[src/rtl/mio_pkg.sv]
// Shared definitions for the memory/IO bus controller: address regions,
// FSM state encoding and the region decode helper.
package mio_pkg;

  localparam logic [3:0] REG_RAM  = 4'h0;
  localparam logic [3:0] REG_GPIO = 4'hE;
  localparam logic [3:0] REG_CNT  = 4'hF;

  // Wide enough for RAM_LAT-1 with RAM_LAT up to 7.
  localparam int WAIT_W = 3;

  typedef enum logic [1:0] {
    IDLE     = 2'd0,
    RAM_WAIT = 2'd1,
    RESP     = 2'd2
  } mio_state_e;

  typedef enum logic [1:0] {
    RGN_RAM,
    RGN_GPIO,
    RGN_CNT,
    RGN_NONE
  } mio_region_e;

  function automatic mio_region_e decode_region(input logic [3:0] top_nibble);
    case (top_nibble)
      REG_RAM:  return RGN_RAM;
      REG_GPIO: return RGN_GPIO;
      REG_CNT:  return RGN_CNT;
      default:  return RGN_NONE;
    endcase
  endfunction

endpackage

[src/rtl/mio_counter.sv]
// Load/decrement counter: free-running down-count that parks at zero,
// with a load that takes priority over the decrement.
module mio_counter #(
  parameter int W = 32
) (
  input  logic         clk,
  input  logic         reset,
  input  logic         ld,
  input  logic [W-1:0] ld_val,
  output logic [W-1:0] cnt
);

  // Load wins; otherwise count down and hold at zero without wrapping.
  always_ff @(posedge clk or negedge reset) begin
    if (!reset) begin
      cnt <= '0;
    end else if (ld) begin
      cnt <= ld_val;
    end else if (cnt != '0) begin
      cnt <= cnt - 1'b1;
    end
  end

endmodule

[src/rtl/mio_bus_ctrl.sv]
// Memory/IO bus controller sitting behind the multi-cycle CPU. Decodes the
// CPU request onto on-chip RAM, GPIO or the counter and returns a one-cycle
// MIO_ready with read data on Data_in.
//
// state    | meaning
// ---------+-----------------------------------------------------------
// IDLE     | waiting for CPU_MIO; accepts and launches the access
// RAM_WAIT | RAM access in flight, wait counter running down to zero
// RESP     | MIO_ready high for this single cycle, then back to IDLE
module mio_bus_ctrl
  import mio_pkg::*;
#(
  parameter int RAM_AW  = 10,
  parameter int RAM_LAT = 2,
  parameter int SW_W    = 16
) (
  input  logic              clk,
  input  logic              reset,
  input  logic              CPU_MIO,
  input  logic              mem_w,
  input  logic [31:0]       Addr_out,
  input  logic [31:0]       Data_out,
  output logic [31:0]       Data_in,
  output logic              MIO_ready,
  output logic              ram_en,
  output logic              ram_we,
  output logic [RAM_AW-1:0] ram_addr,
  output logic [31:0]       ram_din,
  input  logic [31:0]       ram_dout,
  input  logic [SW_W-1:0]   sw_in,
  output logic [SW_W-1:0]   led_out,
  output logic [31:0]       cnt_out,
  output logic              bus_err
);

  mio_state_e        state, state_nxt;
  mio_region_e       rgn;
  logic              accept;
  logic              req_we;
  logic [WAIT_W-1:0] wait_cnt;
  logic              cnt_ld;

  // Only the region nibble and the RAM word-address bits take part in decode.
  logic unused_addr_bits;
  assign unused_addr_bits = ^{Addr_out[27:RAM_AW+2], Addr_out[1:0]};

  assign rgn    = decode_region(Addr_out[31:28]);
  assign cnt_ld = accept && (rgn == RGN_CNT) && mem_w;

  // State register.
  always_ff @(posedge clk or negedge reset) begin
    if (!reset) begin
      state <= IDLE;
    end else begin
      state <= state_nxt;
    end
  end

  // Next-state logic; CPU_MIO is only looked at in IDLE.
  always_comb begin
    state_nxt = state;
    accept    = 1'b0;
    case (state)
      IDLE: begin
        if (CPU_MIO) begin
          accept    = 1'b1;
          state_nxt = (rgn == RGN_RAM) ? RAM_WAIT : RESP;
        end
      end
      RAM_WAIT: begin
        if (wait_cnt == '0) begin
          state_nxt = RESP;
        end
      end
      RESP:    state_nxt = IDLE;
      default: state_nxt = IDLE;
    endcase
  end

  // Request capture, RAM strobes, IO side effects, read data and ready pulse.
  // The wait count includes the ram_en cycle itself, so a read captures
  // ram_dout RAM_LAT cycles after acceptance.
  always_ff @(posedge clk or negedge reset) begin
    if (!reset) begin
      Data_in   <= '0;
      MIO_ready <= 1'b0;
      ram_en    <= 1'b0;
      ram_we    <= 1'b0;
      ram_addr  <= '0;
      ram_din   <= '0;
      led_out   <= '0;
      bus_err   <= 1'b0;
      req_we    <= 1'b0;
      wait_cnt  <= '0;
    end else begin
      ram_en    <= 1'b0;
      ram_we    <= 1'b0;
      // RESP is always left after one cycle, so this is a single-cycle pulse.
      MIO_ready <= (state_nxt == RESP);
      if (accept) begin
        req_we <= mem_w;
        case (rgn)
          RGN_RAM: begin
            ram_en   <= 1'b1;
            ram_we   <= mem_w;
            ram_addr <= Addr_out[RAM_AW+1:2];
            ram_din  <= Data_out;
            wait_cnt <= mem_w ? '0 : WAIT_W'(RAM_LAT - 1);
          end
          RGN_GPIO: begin
            if (mem_w) begin
              led_out <= Data_out[SW_W-1:0];
            end else begin
              Data_in <= 32'(sw_in);
            end
          end
          RGN_CNT: begin
            if (!mem_w) begin
              Data_in <= cnt_out;
            end
          end
          default: begin
            bus_err <= 1'b1;
            if (!mem_w) begin
              Data_in <= '0;
            end
          end
        endcase
      end else if (state == RAM_WAIT) begin
        if (wait_cnt == '0) begin
          if (!req_we) begin
            Data_in <= ram_dout;
          end
        end else begin
          wait_cnt <= wait_cnt - 1'b1;
        end
      end
    end
  end

  mio_counter #(
    .W(32)
  ) u_counter (
    .clk    (clk),
    .reset  (reset),
    .ld     (cnt_ld),
    .ld_val (Data_out),
    .cnt    (cnt_out)
  );

endmodule
[config.mk]
export PLATFORM = sky130hd
export DESIGN_NAME = mio_bus_ctrl
export DESIGN_NICKNAME = d
export VERILOG_FILES = /design/src/rtl/mio_pkg.sv /design/src/rtl/mio_counter.sv /design/src/rtl/mio_bus_ctrl.sv
export SDC_FILE = /design/constraint.sdc
export NUM_CORES = 1
export LEC_CHECK = 0
export BUFFER_PORTS_ARGS = -buffer_cell sky130_fd_sc_hd__buf_4
export CAP_MARGIN = 10
export CORE_MARGIN = 4
export CORE_UTILIZATION = 35
export CTS_CLUSTER_DIAMETER = 150
export DETAILED_ROUTE_END_ITERATION = 8
export HOLD_SLACK_MARGIN = 0.02
export PLACE_DENSITY = 0.7
export REMOVE_ABC_BUFFERS = 1
export SYNTH_ARGS = -nofsm -noshare
export SYNTH_HDL_FRONTEND = slang
export SYNTH_SLANG_ARGS = --single-unit
[constraint.sdc]
create_clock -name clk -period 5.7 [get_ports clk]
set_clock_uncertainty 0.05 [all_clocks]
set_input_delay 1.14 -clock clk [delete_from_list [all_inputs] [get_ports clk]]
set_output_delay 1.14 -clock clk [all_outputs]
set_load 0.02 [all_outputs]
==> results of run 1 <==
## worst max path at each step
stage / to / cells past startpoint
CTS: led_out[14] / 7
detailed placement: led_out[14] / 7
global placement: led_out[14] / 7
floorplan: Data_in[0] / 7
global route: led_out[3] / 7
finish: led_out[3] / 7
## per-stage QoR
step / power [mW] / utilization, % / setup slack [ns] / instances
floorplan: 2.49 / - / 1.26 / 611
global placement: 3.33 / 46.6 / 1.99 / 1068
detailed placement: 3.38 / 46.6 / 1.95 / 1068
CTS: 4.54 / 50.2 / 2.40 / 1100
global route: 4.76 / 50.2 / 2.21 / 1100
finish: 4.49 / 50.2 / 2.40 / 1100
## metal layers
metal  GRT usage (%)  vias to the layer above
met4            7.65                        0
li1                -                     2715
met3            4.38                       30
met5               0                        -
met1            25.5                     2670
met2            31.4                      194
## sequential cells by signal, summed over array words and instances, names as in the netlist
register / count
Data_in: 32
MIO_ready: 1
bus_err: 1
led_out: 16
ram_addr: 10
ram_din: 32
ram_en: 1
ram_we: 1
req_we: 1
state: 2
u_counter.cnt: 32
wait_cnt: 3
## tightest hold or removal path, stage by stage, from the launching register on
cell and delay [ns]:
dfrtp_1 0.34, nand2_1 0.05, nand2_1 0.06
## layout by cell type (no fill, tap or decap), types with 11 or more instances in the layout
master | synthesis | final
a21oi_1 | 29 | 29
a22o_1 | 15 | 15
a22oi_1 | 17 | 17
and3_1 | 24 | 24
buf_4 | 0 | 231
clkbuf_16 | 0 | 17
dfrtp_1 | 132 | 132
inv_1 | 11 | 11
mux2_2 | 17 | 17
nand2_1 | 174 | 173
nor2_1 | 29 | 29
o21ai_0 | 40 | 40
## kinds of logic (layout without fill, tap and decap cells)
kind of cell             count (synthesis)  count (layout)
adder cells (fa/ha/maj)                  6               6
AO/OA/AOI/OAI                          145             145
multiplexers                            20              20
flip-flops                             132             132
buffers and inverters                   53             276
AND/OR/NAND/NOR                        286             286
XOR/XNOR                                10              10
## power breakdown
part	total, mW	switching [mW]	internal [mW]
Clock	1.14	0.402	0.733
Sequential	1.62	0.316	1.30
Combinational	1.74	0.990	0.750
Total	4.49	1.71	2.78
## final cells by class
cell class,instances,area share (%)
well taps,225,3.23
clock buffers,24,5.64
flip-flops and latches,132,37.9
inverters,12,0.517
clock inverters,8,1.41
repair buffers,232,20.0
multi-input cells,467,31.2
==> summary.md, run 1 <==
| Metric | Value |
|---|---|
| Reg2Reg Depth | `7` |
| Arr. time, crit path | `around 3.6 ns` |
| Final HPWL DP | `between 10 and 15 mm` |
| Simple-Gate Fraction of Synth Area | `21.4%` |
| Highest routing layer actually used | `met4` |
| Dominant synthesized flop cell | `dfrtp_1` |
| Die Ht | `between 100 and 150 um` |
| Row Count | `48` |
| Reg clk slew, reported paths | `0.06 ns` |
| Core area | `0.0174 sq mm` |
| Xor and xnor fraction of the mapped netlist area | `~1.4%` |
| Pleak | `roughly 4.3 nW` |
| Hold Crit Depth | `2` |
| RSZ-0062 raised after global routing | `no` |
| Detail Route met3 WL | `1.25 mm` |
| Ant. Diodes | `0` |
| Width of the die | `~140 um` |
| WS Path Type | `input port to register` |
| Setup crit end kind | `register` |
| Flops & latches, synth | `~130` |
| Nets | `984` |
| Worst-path fanout max | `17` |
| Status | `completed` |
| Tot GR Track Use | `19.5%` |
| Final setup vio count | `0` |
| Critical-path top delay cell | `nand3_1` |
| CP delay by family, top | `simple AND/OR/NAND/NOR gates` |
| Routed met2 length | `about 9.6 mm` |
| Syn Std Cell Area | `0.00622 sq mm` |
| Buf/Inv on CP | `2` |
| Post-synth EDFFs | `0` |
| Tmin final | `around 3.3 ns` |
| Die area | `0.0200 sq mm` |
| Yosys Warn Count | `0` |
| Critical path's largest stage delay | `around 0.79 ns` |
| Netlist cell types | `57` |
| Reg-to-reg endpoint | `u_counter.cnt[9]` |
| Reg2Reg Setup Slack | `around 3 ns` |
| TritonRoute pass-1 iters | `5` |
| Fmax | `303 MHz` |
| Worst-case clock buffer depth | `2` |
| Pwr Density | `516 mW/mm^2` |
| Area delta synth->final | `40.0%` |
| First-pass GRT wire length | `about 31 mm` |
| Worst VDD drop | `0.250 mV` |
| Number of H-tree levels | `4` |
| Sequential Area | `0.00330 sq mm` |
| IO Count | `between 200 and 250` |
| Fill cells | `1629` |
| Cts repair resizes | `0` |
| Iter 0 DRT Violations | `about 390` |
| Clk sinks | `roughly 130` |
| Cell taking the most area after synthesis | `dfrtp_1` |
| Hold Violations, Final | `0` |
| DRT antenna net count | `0` |
| End of the worst hold path | `ram_addr[2]` |
| CP cell instances | `buf_4 > nand3_1 > nand2b_1 > inv_1 > ha_1 > nand3_1 > mux2_2` |
| Adder-cell share of the synthesized area | `under 10%` |
| Worst hold start | `ram_addr[2]` |
| Cts hold-fix bufs | `0` |
| Post-CTS setup buffer count | `0` |
| Most used cell along the critical path | `nand3_1` |
| CTS buffer count | `17` |
| Count leader, synth | `nand2_1` |
| Compound-Gate Fraction of Synth Area | `15.8%` |
| Fraction of synthesized area in multiplexers | `between 3 and 4%` |
| PortBufs | `roughly 220` |
| DRT met1 WL | `8.42 mm` |
| CTS tree | `yes` |
| Final Cycle Share | `between 50% and 60%` |
| Vias in the first global route | `about 5600` |
| Mean Syn Cell Area | `9.55 sq um` |
| Largest net degree at the start of global routing | `92` |
| Slew HR | `slightly below 40%` |
| Synth Instances | `around 650` |
| Max-cap check violation count | `0` |
| Share of cells above drive strength 1 | `about a third` |
| Via count | `approximately 5600` |
| Combinational family with the most area after synthesis | `simple AND/OR/NAND/NOR gates` |
| Initial Utilization | `approximately 36%` |
| CP startpoint | `Addr_out[30]` |
| Synth top area cells | `dfrtp_1 53%, nand2_1 10%, o21ai_0 3.2%` |
| Hold_ws | `between 0.4 and 0.5 ns` |
| Worst slew pin tran | `between 0.9 and 1 ns` |
| DRC viols | `0` |
| FFs w/ async S/R, synth | `100%` |
| Clock Latency Late Sink | `~0.42 ns` |
| Synth top area share | `53.1%` |
| FF-to-FF Start | `state[0]` |
| Sequential-to-total area share from yosys stat | `53.1%` |
| Area of the multi-input gates | `0.00272 sq mm` |
| Slew Limit Fails | `0` |
| DR WL/cell | `roughly 18 um` |
| Hold Path Class | `register to register` |
| Via density | `roughly 5.1` |
| GPL Wtd Cong | `~0.84` |
| CP Launch Type | `input port` |
| Final wirelength | `slightly below 20 mm` |
| Design Area, Final | `roughly 0.0087 sq mm` |
| Initial antenna violation count | `0` |
| Clock Tree Root | `clkbuf_16` |
| Post-placement cell area | `0.00810 sq mm` |
| Critical path required time | `about 6 ns` |
| Total grt overflow | `0` |
| TNS Setup | `0 ns` |
| Post-synth top cells | `174 x nand2_1, 132 x dfrtp_1, 40 x o21ai_0` |
No activity file was read; power rests on OpenSTA's default activity.
==> inputs of run 2 (changes only) <==
- PLACE_DENSITY: 0.7 -> 0.72
- clock period: 5.7 -> 2.7 ns (I/O delays scaled with it)
==> run 2 against run 1 <==
  * Register-to-register slack got worse by 2.8 ns
  * Critical endpoint is now u_counter.cnt[23]
  * Critical path depth decreased by 2
  * Largest cell class unchanged
  * Highest routed layer unchanged
  * Combinational power increased by 130%
  * Sequential share of layout area decreased by 1.2 points
  * Total power increased by 120%
  * First-iteration DRC count decreased by 13%
  * Flip-flop and latch count unchanged
  * Die area unchanged
  * Global-route usage increased by 0.30 points
  * Sequential power increased by 100%
==> summary.md, run 2 (synthesis results as in run 1) <==
| Metric | Value |
|---|---|
| Status | `completed` |
| Clock Tree Root | `clkbuf_16` |
| Share of cells above drive strength 1 | `36.1%` |
| Worst-path fanout max | `8` |
| Tmin final | `2.50 ns` |
| DRT antenna net count | `0` |
| Total Power | `a little under 10 mW` |
| Hold Violations, Final | `0` |
| Reg2Reg Setup Slack | `0.20 ns` |
| Width of the die | `around 140 um` |
| Worst-case clock buffer depth | `2` |
| Critical path's largest stage delay | `roughly 0.58 ns` |
| Initial Utilization | `a little over a third` |
| IO Count | `around 240` |
| Final worst slack | `between 0.15 and 0.2 ns` |
| Setup crit end kind | `register` |
| WS Path Type | `register to register` |
| DRT met1 WL | `~8.5 mm` |
| Max-cap check violation count | `0` |
| Reg-to-reg endpoint | `u_counter.cnt[23]` |
| Fmax | `between 300 and 400 MHz` |
| Pleak | `4.49 nW` |
| Slew HR | `a little over 60%` |
| Final HPWL DP | `~15 mm` |
| Via density | `around 5.1` |
| Biggest regs | `Data_in: 32 flops, ram_din: 32 flops, u_counter.cnt: 32 flops` |
| Via count | `roughly 5700` |
| Core area | `between 0.015 and 0.02 sq mm` |
| Number of H-tree levels | `4` |
| Final Non-Filler Cells | `around 1100` |
| Final Cycle Share | `92.6%` |
| Slew Limit Fails | `0` |
| Commonest non-fill, non-tap cells in the layout | `255 x buf_4, 174 x nand2_1, 132 x dfrtp_1, 40 x o21ai_0` |
| Hold Path Class | `input port to register` |
| Final setup vio count | `0` |
| Reg2Reg Depth | `5` |
| Fill cells | `1596` |
| End of the worst hold path | `ram_addr[7]` |
| Post-CTS setup buffer count | `0` |
| PortBufs | `roughly 220` |
| Highest routing layer actually used | `met4` |
| Row Count | `between 40 and 50` |
| Commonest non-fill, non-tap cell in the layout | `buf_4` |
| DR WL/cell | `approximately 18 um` |
| Detail Route met3 WL | `roughly 1.1 mm` |
| Initial antenna violation count | `0` |
| RSZ-0062 raised after global routing | `no` |
| Worst hold start | `Addr_out[9]` |
| CTS buffer count | `17` |
| CP cell instances | `nor4_1 > nand2_1 > or4_1 > o211a_1 > a221o_1` |
| Arr. time, crit path | `roughly 2.7 ns` |
| Placed cell count | `between 1000 and 1500` |
| DRC viols | `0` |
| Nets | `slightly above 1000` |
| FF-to-FF Start | `u_counter.cnt[14]` |
| Hold Crit Depth | `3` |
| Total grt overflow | `0` |
| Reg clk slew, reported paths | `0.06 ns` |
| Die area | `around 0.020 sq mm` |
| Critical path required time | `2.94 ns` |
| CTS tree | `yes` |
| Pre-CTS WS | `0.129 ns` |
| GPL Wtd Cong | `approximately 0.87` |
| Largest net degree at the start of global routing | `57` |
| Routed met2 length | `a little under 10 mm` |
| Pwr Density | `around 1100 mW/mm^2` |
| CP Launch Type | `register` |
| Critical-path top delay cell | `nor4_1` |
| Ant. Diodes | `0` |
| Clk sinks | `around 130` |
| TritonRoute pass-1 iters | `4` |
| Iter 0 DRT Violations | `around 340` |
| Tot GR Track Use | `19.8%` |
| Die Ht | `about 140 um` |
| Worst VDD drop | `a little under 0.5 mV` |
| Area delta synth->final | `44.4%` |
| First-pass GRT wire length | `between 30 and 40 mm` |
| Worst slew pin tran | `between 0.5 and 0.6 ns` |
| Final wirelength | `19.9 mm` |
| Vias in the first global route | `between 5000 and 6000` |
| Clock Latency Late Sink | `roughly 0.42 ns` |
## run 2: worst max-delay path: cells and delay by family (launching register included)
kind,cells,cell delay (ns)
simple gates,3,1.36
flops,1,0.49
compound gates,2,0.49
## run 2: layer usage
| layer | GRT usage [%] | vias to the layer above |
|---|---|---|
| li1 | - | 2769 |
| met1 | 25.1 | 2737 |
| met2 | 33.0 | 186 |
| met3 | 3.91 | 35 |
| met4 | 8.41 | 0 |
| met5 | 0 | - |
## run 2: area by class of cell
class / instances / area [sq um] / area share [%]
multi-input combinational: 467 / 2720 / 30.3
sequential: 132 / 3300 / 36.8
inverter: 12 / 45.0 / 0.501
clock buffer: 20 / 457 / 5.08
tap: 225 / 282 / 3.13
timing repair buffer: 260 / 2000 / 22.2
clock inverter: 12 / 179 / 1.99
## run 2: through the flow
step | setup TNS, ns | util, % | hold slack (ns) | instance area, sq um
detailed placement | 0 | 48.0 | 0.414 | 8330
floorplan | -97.77 | - | 0.194 | 6040
finish | 0 | 51.8 | 0.259 | 8980
global route | 0 | 51.8 | 0.258 | 8980
CTS | 0 | 51.7 | 0.245 | 8980
global placement | 0 | 48.0 | 0.411 | 8330
## run 2: worst max path at each step
stage,start,to
2_1_floorplan,Addr_out[30],Data_in[0]
3_3_place_gp,u_counter.cnt[1],u_counter.cnt[22]
3_5_place_dp,Addr_out[31],u_counter.cnt[27]
4_1_cts,u_counter.cnt[0],u_counter.cnt[22]
5_1_grt,u_counter.cnt[14],u_counter.cnt[23]
6_report,u_counter.cnt[14],u_counter.cnt[23]
## run 2: report_power, final
group	total, mW	leakage [nW]	internal (mW)	switching (mW)
logic	3.96	2.53	1.71	2.25
clock network	2.47	0.302	1.59	0.876
registers	3.28	1.66	2.75	0.534
## run 2: what timing repair did
action | in CTS | in global routing
hold buffers | 1 | 0
gates resized for setup | 0 | 1
setup endpoints to repair | 0 | 1
endpoints found under the hold margin | 11 | 0
==> inputs of run 3 (changes only) <==
- CORE_UTILIZATION: 35 -> 50
- PLACE_DENSITY: 0.72 -> 0.91
- clock period: 2.7 -> 2.95 ns (I/O delays scaled with it)
==> run 3 against run 2 <==
  * Sequential power down 5%
  * Total power shrank 10%
  * Critical endpoint is now u_counter.cnt[22]
  * Global-route usage up 7.1 points
  * Sequential share of layout area grew 1.1 points
  * Highest routed layer unchanged
==> summary.md, run 3 (synthesis results as in run 1) <==
| Metric | Value |
|---|---|
| CP cell instances | `inv_1 > ha_1 > or4b_1 > or4_1 > or2_1 > o311ai_1 > nand3_1` |
| Share of cells above drive strength 1 | `34.8%` |
| Core area | `between 0.01 and 0.015 sq mm` |
| Total grt overflow | `0` |
| Most Used Layer, Global Route | `met2` |
| Critical-path top delay cell | `or4_1` |
| TritonRoute pass-1 iters | `5` |
| Fmax | `around 370 MHz` |
| Slew HR | `between 50% and 60%` |
| Ant. Diodes | `0` |
| Critical Path Sink | `u_counter.cnt[22]` |
| Fill cells | `between 900 and 1000` |
| Clock power frac | `between 20% and 30%` |
| Reg2Reg Setup Slack | `roughly 0.25 ns` |
| CTS tree | `yes` |
| Slew Limit Fails | `0` |
| Commonest non-fill, non-tap cell in the layout | `buf_4` |
| Sw Share | `roughly two fifths` |
| RSZ-0062 raised after global routing | `no` |
| Hold Path Class | `input port to async pin` |
| Via density | `~5.6` |
| Met2 usage | `around 44%` |
| Clock Latency Late Sink | `~0.42 ns` |
| Register share of total power | `between 30 and 40%` |
| DRC viols | `0` |
| Worst slew pin tran | `0.638 ns` |
| Via count | `5834` |
| GR Layer Usage met1 | `34.2%` |
| Sequential Area | `roughly 0.0033 sq mm` |
| CP delay by family, top | `simple AND/OR/NAND/NOR gates` |
| Die area | `0.0143 sq mm` |
| Biggest regs | `Data_in: 32 flops, ram_din: 32 flops, u_counter.cnt: 32 flops` |
| Status | `completed` |
| Tot GR Track Use | `26.9%` |
| Iter 0 DRT Violations | `458` |
| Tmin final | `about 2.7 ns` |
| IO Count | `242` |
| Clk sinks | `132` |
| Reg clk slew, reported paths | `around 0.060 ns` |
| Final Util | `about 70%` |
| GPL Wtd Cong | `~0.9` |
| Commonest non-fill, non-tap cells in the layout | `237 x buf_4, 174 x nand2_1, 132 x dfrtp_1, 40 x o21ai_0` |
| Final setup vio count | `0` |
| Psw | `between 3 and 4 mW` |
| Reg2Reg Depth | `7` |
| CP Launch Type | `register` |
| Max-cap check violation count | `0` |
| Instance count on the critical path | `7` |
| Cts repair resizes | `0` |
| CTS buffer count | `17` |
| Buf/Inv on CP | `1` |
| Width of the die | `120 um` |
| Worst-path fanout max | `8` |
| Cts hold-fix bufs | `0` |
| CP startpoint | `u_counter.cnt[0]` |
| Vias in the first global route | `~5900` |
| Pleak | `between 4 and 5 nW` |
| Setup crit end kind | `register` |
| Hold Violations, Final | `0` |
| Final Cycle Share | `between 90% and 100%` |
| Final wirelength | `around 19 mm` |
| Area delta synth->final | `40.2%` |
| Clock Tree Root | `clkbuf_16` |
| Row Count | `40` |
| Critical path required time | `about 3.2 ns` |
| First-pass GRT wire length | `30.6 mm` |
| Pwr Density | `around 1000 mW/mm^2` |
| Largest net degree at the start of global routing | `71` |
| Reg-to-reg endpoint | `u_counter.cnt[22]` |
| Nets | `approximately 1000` |
| WS Path Type | `register to register` |
| Met3 Use GR | `a little over 6%` |
| Int Power | `5.37 mW` |
| DR WL/cell | `about 18 um` |
| Initial antenna violation count | `0` |
| Worst VDD drop | `0.561 mV` |
| Area of the multi-input gates | `around 0.0027 sq mm` |
| Die Ht | `about 120 um` |
| DRT antenna net count | `0` |
| FF-to-FF Start | `u_counter.cnt[0]` |
| Worst-case clock buffer depth | `2` |
| Arr. time, crit path | `2.93 ns` |
| Final Non-Filler Cells | `around 1100` |
| Logic pwr share | `between 30% and 40%` |
| Number of H-tree levels | `4` |
| Initial Utilization | `about half` |
| Final HPWL DP | `~14 mm` |
| Post-CTS setup buffer count | `0` |
| Placed cell count | `between 1000 and 1500` |
| PortBufs | `223` |
| Critical path's largest stage delay | `0.60 ns` |
==> run 3: how the worst min path moves through the flow <==
stage | from | end | slack (ns) | cells past startpoint
finish | reset | ram_addr[1] | 0.11 | 1
global route | reset | led_out[3] | 0.15 | 1
CTS | reset | ram_din[3] | 0.14 | 1
detailed placement | ram_addr[7] | ram_addr[7] | 0.41 | 2
global placement | ram_addr[4] | ram_addr[4] | 0.41 | 2
floorplan | reset | Data_in[0] | 0.24 | 0
==> run 3: cell type report <==
class,instances,share of cell area [%]
Sequential cell,132,37.8
Timing Repair Buffer,240,21.0
Multi-Input combinational cell,467,31.1
Clock inverter,12,1.76
Clock buffer,20,5.35
Tap cell,168,2.41
Inverter,12,0.516
==> run 3: metrics by stage <==
step	setup slack, ns	instance area [sq um]	setup TNS (ns)	power [mW]	hold WS [ns]
finish	0.249	8730	0	8.70	0.111
global route	0.109	8730	0	9.20	0.153
CTS	0.256	8730	0	8.74	0.141
detailed placement	0.289	8110	0	6.52	0.413
global placement	0.372	8110	0	6.39	0.410
floorplan	-0.941	6040	-73.04	4.80	0.244
==> run 3: layer usage <==
layer / vias up / part of all wire (%)
met1: 2840 / 40
met2: 217 / 50
met3: 42 / 6.5
li1: 2735 / -
met5: - / 0
met4: 0 / 2.9
==> run 3: power by group through the flow <==
stage	logic [mW]	registers, mW	clock network (mW)
2_1_floorplan	0.965	3.84	0
3_3_place_gp	3.30	3.09	0
3_5_place_dp	3.39	3.13	0
4_1_cts	3.41	3.11	2.22
5_1_grt	3.66	3.23	2.31
6_report	3.39	3.12	2.19
